[config.mk]
export PLATFORM = sky130hd
export DESIGN_NAME = booth_divider
export DESIGN_NICKNAME = d
export VERILOG_FILES = /design/src/rtl/booth_divider.sv
export SDC_FILE = /design/constraint.sdc
export NUM_CORES = 1
export LEC_CHECK = 0
export ABC_AREA = 1
export CELL_PAD_IN_SITES_DETAIL_PLACEMENT = 1
export CELL_PAD_IN_SITES_GLOBAL_PLACEMENT = 1
export CORE_ASPECT_RATIO = 1.4
export CORE_UTILIZATION = 45
export DETAILED_ROUTE_END_ITERATION = 10
export PLACE_DENSITY = 0.95
export REMOVE_ABC_BUFFERS = 1
export SETUP_SLACK_MARGIN = 0.02
export SLEW_MARGIN = 20
export SYNTH_ARGS = -nofsm -noshare
export SYNTH_HDL_FRONTEND = slang
export SYNTH_SLANG_ARGS = --single-unit
export TNS_END_PERCENT = 50
[constraint.sdc]
create_clock -name clk -period 5.89 [get_ports clk]
set_clock_uncertainty 0.1 [all_clocks]
set_input_delay 1.178 -clock clk [delete_from_list [all_inputs] [get_ports clk]]
set_output_delay 1.178 -clock clk [all_outputs]
set_load 0.005 [all_outputs]
[src/rtl/booth_divider.sv]
// Sequential signed divider: radix-2 restoring division on operand magnitudes,
// one quotient bit per clock, sign correction applied in a final cycle.
module booth_divider #(
  parameter int WIDTH = 32
) (
  input  logic             clk,
  input  logic             rst_n,
  input  logic             start,
  input  logic [WIDTH-1:0] dividend,
  input  logic [WIDTH-1:0] divisor,
  output logic             busy,
  output logic             done,
  output logic [WIDTH-1:0] quotient,
  output logic [WIDTH-1:0] remainder,
  output logic             div_by_zero
);

  // state | meaning
  // IDLE  | waiting for start; results held
  // CALC  | one restoring step per cycle, WIDTH cycles
  // FIN   | apply signs, publish results, pulse done
  // ZDIV  | divisor was zero; publish saturated quotient
  typedef enum logic [1:0] {IDLE, CALC, FIN, ZDIV} state_t;

  localparam int CW = $clog2(WIDTH + 1);

  state_t           state_q, state_d;
  logic [CW-1:0]    count_q, count_d;
  logic [WIDTH-1:0] rem_q, rem_d;
  logic [WIDTH-1:0] quo_q, quo_d;
  logic [WIDTH-1:0] dsr_q, dsr_d;
  logic             sgn_dd_q, sgn_dd_d;
  logic             sgn_ds_q, sgn_ds_d;
  logic             busy_q, busy_d;
  logic             done_q, done_d;
  logic [WIDTH-1:0] quotient_q, quotient_d;
  logic [WIDTH-1:0] remainder_q, remainder_d;
  logic             dbz_q, dbz_d;

  logic [WIDTH-1:0] abs_dd, abs_ds;
  logic [WIDTH:0]   shifted, trial;

  // |MIN| wraps to MIN, which reads correctly as unsigned 2^(WIDTH-1)
  assign abs_dd  = dividend[WIDTH-1] ? -dividend : dividend;
  assign abs_ds  = divisor[WIDTH-1]  ? -divisor  : divisor;
  assign shifted = {rem_q, quo_q[WIDTH-1]};
  assign trial   = shifted - {1'b0, dsr_q};

  always_comb begin
    state_d     = state_q;
    count_d     = count_q;
    rem_d       = rem_q;
    quo_d       = quo_q;
    dsr_d       = dsr_q;
    sgn_dd_d    = sgn_dd_q;
    sgn_ds_d    = sgn_ds_q;
    busy_d      = busy_q;
    done_d      = 1'b0;
    quotient_d  = quotient_q;
    remainder_d = remainder_q;
    dbz_d       = dbz_q;
    case (state_q)
      IDLE: begin
        if (start) begin
          busy_d = 1'b1;
          if (divisor == '0) begin
            state_d = ZDIV;
            rem_d   = dividend;
          end else begin
            state_d  = CALC;
            quo_d    = abs_dd;
            dsr_d    = abs_ds;
            rem_d    = '0;
            count_d  = '0;
            sgn_dd_d = dividend[WIDTH-1];
            sgn_ds_d = divisor[WIDTH-1];
          end
        end
      end
      CALC: begin
        quo_d   = {quo_q[WIDTH-2:0], ~trial[WIDTH]};
        rem_d   = trial[WIDTH] ? shifted[WIDTH-1:0] : trial[WIDTH-1:0];
        count_d = count_q + 1'b1;
        if (count_q == CW'(WIDTH - 1)) state_d = FIN;
      end
      FIN: begin
        quotient_d  = (sgn_dd_q ^ sgn_ds_q) ? -quo_q : quo_q;
        remainder_d = sgn_dd_q ? -rem_q : rem_q;
        dbz_d       = 1'b0;
        done_d      = 1'b1;
        busy_d      = 1'b0;
        state_d     = IDLE;
      end
      ZDIV: begin
        quotient_d  = '1;
        remainder_d = rem_q;
        dbz_d       = 1'b1;
        done_d      = 1'b1;
        busy_d      = 1'b0;
        state_d     = IDLE;
      end
      default: state_d = IDLE;
    endcase
  end

  always_ff @(posedge clk or negedge rst_n) begin
    if (!rst_n) begin
      state_q     <= IDLE;
      count_q     <= '0;
      rem_q       <= '0;
      quo_q       <= '0;
      dsr_q       <= '0;
      sgn_dd_q    <= 1'b0;
      sgn_ds_q    <= 1'b0;
      busy_q      <= 1'b0;
      done_q      <= 1'b0;
      quotient_q  <= '0;
      remainder_q <= '0;
      dbz_q       <= 1'b0;
    end else begin
      state_q     <= state_d;
      count_q     <= count_d;
      rem_q       <= rem_d;
      quo_q       <= quo_d;
      dsr_q       <= dsr_d;
      sgn_dd_q    <= sgn_dd_d;
      sgn_ds_q    <= sgn_ds_d;
      busy_q      <= busy_d;
      done_q      <= done_d;
      quotient_q  <= quotient_d;
      remainder_q <= remainder_d;
      dbz_q       <= dbz_d;
    end
  end

  assign busy        = busy_q;
  assign done        = done_q;
  assign quotient    = quotient_q;
  assign remainder   = remainder_q;
  assign div_by_zero = dbz_q;

endmodule

==> run metrics <==
leak pwr=0.008001 µW; initial antenna violation count=0; 1st-pass router iterations=8; Post-Route WL=51,930 µm; fraction of final layout cells sized beyond drive strength 1=0.06531; commonest non-fill, non-tap cells in the layout=nand2_1 (664), inv_1 (329), nor2_1 (211), dfrtp_1 (172), nand3_1 (148); sw power=5817 µW; combinational power share=0.663; Final Wtd Congestion=0.9574; post-placement cell count=2,619; # Max-Cap Violations=0; final setup vio count=0; Post-Synthesis Cells=2,160; number of synthesized flops with an enable pin=0; GR Overflow Total=0; gr usage total=0.3433; DP HPWL=39,500 µm; first-pass GRT wire length=83,400 µm; power share of the sequential group=0.225; Hold Crit Class=reg2reg; cts bufs inserted=17; Setup Buffers After CTS=0; CP max FO=56; clk buf depth=2; Max Freq=0.2545 GHz; min Tclk post-route=3930 ps; non-filler instance count after layout=2,651; Worst Path Required=6120 ps; die area=31,440 µm²; Sink Count=173; switching share of power=0.5481; Max VDD drop=0.0002876 V; CP Data Arrival Time=4160 ps; Syn Area/Cell=6.401 µm²; most common cell after layout, fill and taps aside=nand2_1; P per Cell Area=664.2 nW/µm²; RSZ-0062 raised after global routing=false; Site Rows=75; Die X=150.1 µm; Post-CTS Hold Fix Bufs=0; Worst Setup Path Type=in2reg; Iter 0 DRT Violations=694; vias per cell=5.606; Main synth FF type=dfrtp_1; cell area after layout=15,980 µm²; post-synthesis cell type count=54; post-synthesis sequential area ratio=0.3131; port buffer count=133; vias in the first global route=16,070; proportion of power drawn by the clock network=0.111; root buf cell=clkbuf_16; YS warnings=0; Final ANT Viol Nets=0; final core area utilization=0.5305; via count=14,860; placed cell areas=15,370 µm²; mapped cell area=13,830 µm²; WL per Instance=19.59 µm; Layout area overhead=15.58%; PostCTS Resize Cnt=0; largest net degree at the start of global routing=174; # diodes=0; final period utilization=0.6671; Rel. slew slack=0.2682; core area=30,120 µm²; post-synthesis async set-or-reset flop share=1.000; Hold WS=380.5 ps; worst skew pair latency=470 ps; Total Nets Final=2,359; H-tree lvl count=4; setup TNS=0 ps; initial core utilization=0.4590; Final Hold Fails=0; CP endpoint kind=register; Clock Pin Slew Worst Setup and Hold Paths=70 ps; DRC viols=0; synthesis-stage register bit count=173; status=finished, final reports clean; Slew @ Worst Pin=1096 ps; fin. max-slew vios=0; I/O pins=134; P_int=4797 µW; CTS tree=built; worst reg2reg path depth=18; die span in y=209.4 µm; hold depth=2; Startpoint Class=primary input
==> worst max-delay path, stage by stage <==
cell             delay (ps)
clkdlybuf4s50_1         460
inv_1                    70
ha_1                    250
nand3_2                 120
nor2_4                   50
nand4_2                 100
nor2_2                   50
nand2_2                 370
clkinv_4                190
nor2_2                  520
inv_4                   420
nand2_1                 210
o21ai_2                  70
==> per-layer routing <==
layer	up-vias	share of wire	wire, µm	global-route usage
met5	-	0	0	0
li1	7032	-	-	-
met3	176	0.032	1671	0.03957
met1	7261	0.38	19910	0.3731
met2	393	0.52	26970	0.6186
met4	0	0.065	3382	0.2285
==> path summary, 6_finish.rpt <==
path | from | end | slack (ps)
min in group asynchronous | rst_n | remainder[27]$_DFFE_PN0N_ | 570
setup / recovery | divisor[0] | dsr_q[21]$_DFFE_PN0P_ | 1960
setup reg to reg | quo_q[31]$_DFFE_PN0P_ | quo_q[0]$_DFFE_PN0P_ | 2610
hold reg to reg | quotient[24]$_DFFE_PN0N_ | quotient[24]$_DFFE_PN0N_ | 380
hold / removal | quotient[24]$_DFFE_PN0N_ | quotient[24]$_DFFE_PN0N_ | 380
max in group asynchronous | rst_n | state_q[1]$_DFFE_PN0P_ | 4200
==> power groups by stage <==
stage                     clock [µW]  sequential, µW  combinational (µW)
after floorplan                    0            2200                4600
after global placement             0            2340                6600
after detailed placement           0            2370                6890
after CTS                       1180            2370                7010
after global routing            1220            2450                7870
final                           1180            2390                7040
==> flip-flops by register name, summed over array words and instances (netlist names) <==
signal       flops
remainder       32
busy             1
done             1
rem_q           32
sgn_ds_q         1
sgn_dd_q         1
quotient        32
div_by_zero      1
dsr_q           32
count_q          6
state_q          2
quo_q           32
==> logic make-up after synthesis <==
kind of cell,after synthesis,synth area share
xor gates and xnor gates,57,0.03611
DFF,173,0.3131
buffers and inverters,417,0.1211
and+or+nand+nor,1159,0.3568
AOI/OAI and AO/OA,316,0.1379
adders and majority gates,38,0.03493
==> synthesized netlist by cell type, types with 11 or more instances <==
library cell / n / area, µm²
a21boi_1: 30 / 225.2
a21oi_1: 56 / 280.3
a31oi_1: 26 / 162.7
buf_2: 11 / 55.05
clkbuf_1: 43 / 161.4
dfrtp_1: 173 / 4329
ha_1: 37 / 462.9
inv_1: 329 / 1235
inv_2: 13 / 48.80
nand2_1: 664 / 2492
nand2_2: 23 / 143.9
nand3_1: 148 / 740.7
nand4_1: 39 / 244.0
nor2_1: 211 / 792.0
nor2_2: 11 / 68.82
nor3_1: 23 / 115.1
o21ai_0: 106 / 530.5
o21ai_1: 22 / 110.1
o21ai_2: 27 / 236.5
o22ai_1: 18 / 112.6
xor2_1: 47 / 411.6
==> stage by stage <==
step                worst slack, ps  total power [µW]
global placement               1721              8933
detailed placement             1541              9259
global route                   1718             11540
finish                         1961             10610
floorplan                      1534              6801
CTS                            1995             10560
==> final cells by class <==
cell class | count | area [µm²]
Fill cell | 4057 | 14140
Clock inverter | 12 | 141.4
Multi-Input combinational cell | 1570 | 7823
Clock buffer | 19 | 442.9
Inverter | 348 | 1314
Tap cell | 385 | 481.7
Sequential cell | 173 | 4330
Timing Repair Buffer | 144 | 1448
(Power assumes the default switching activity.)
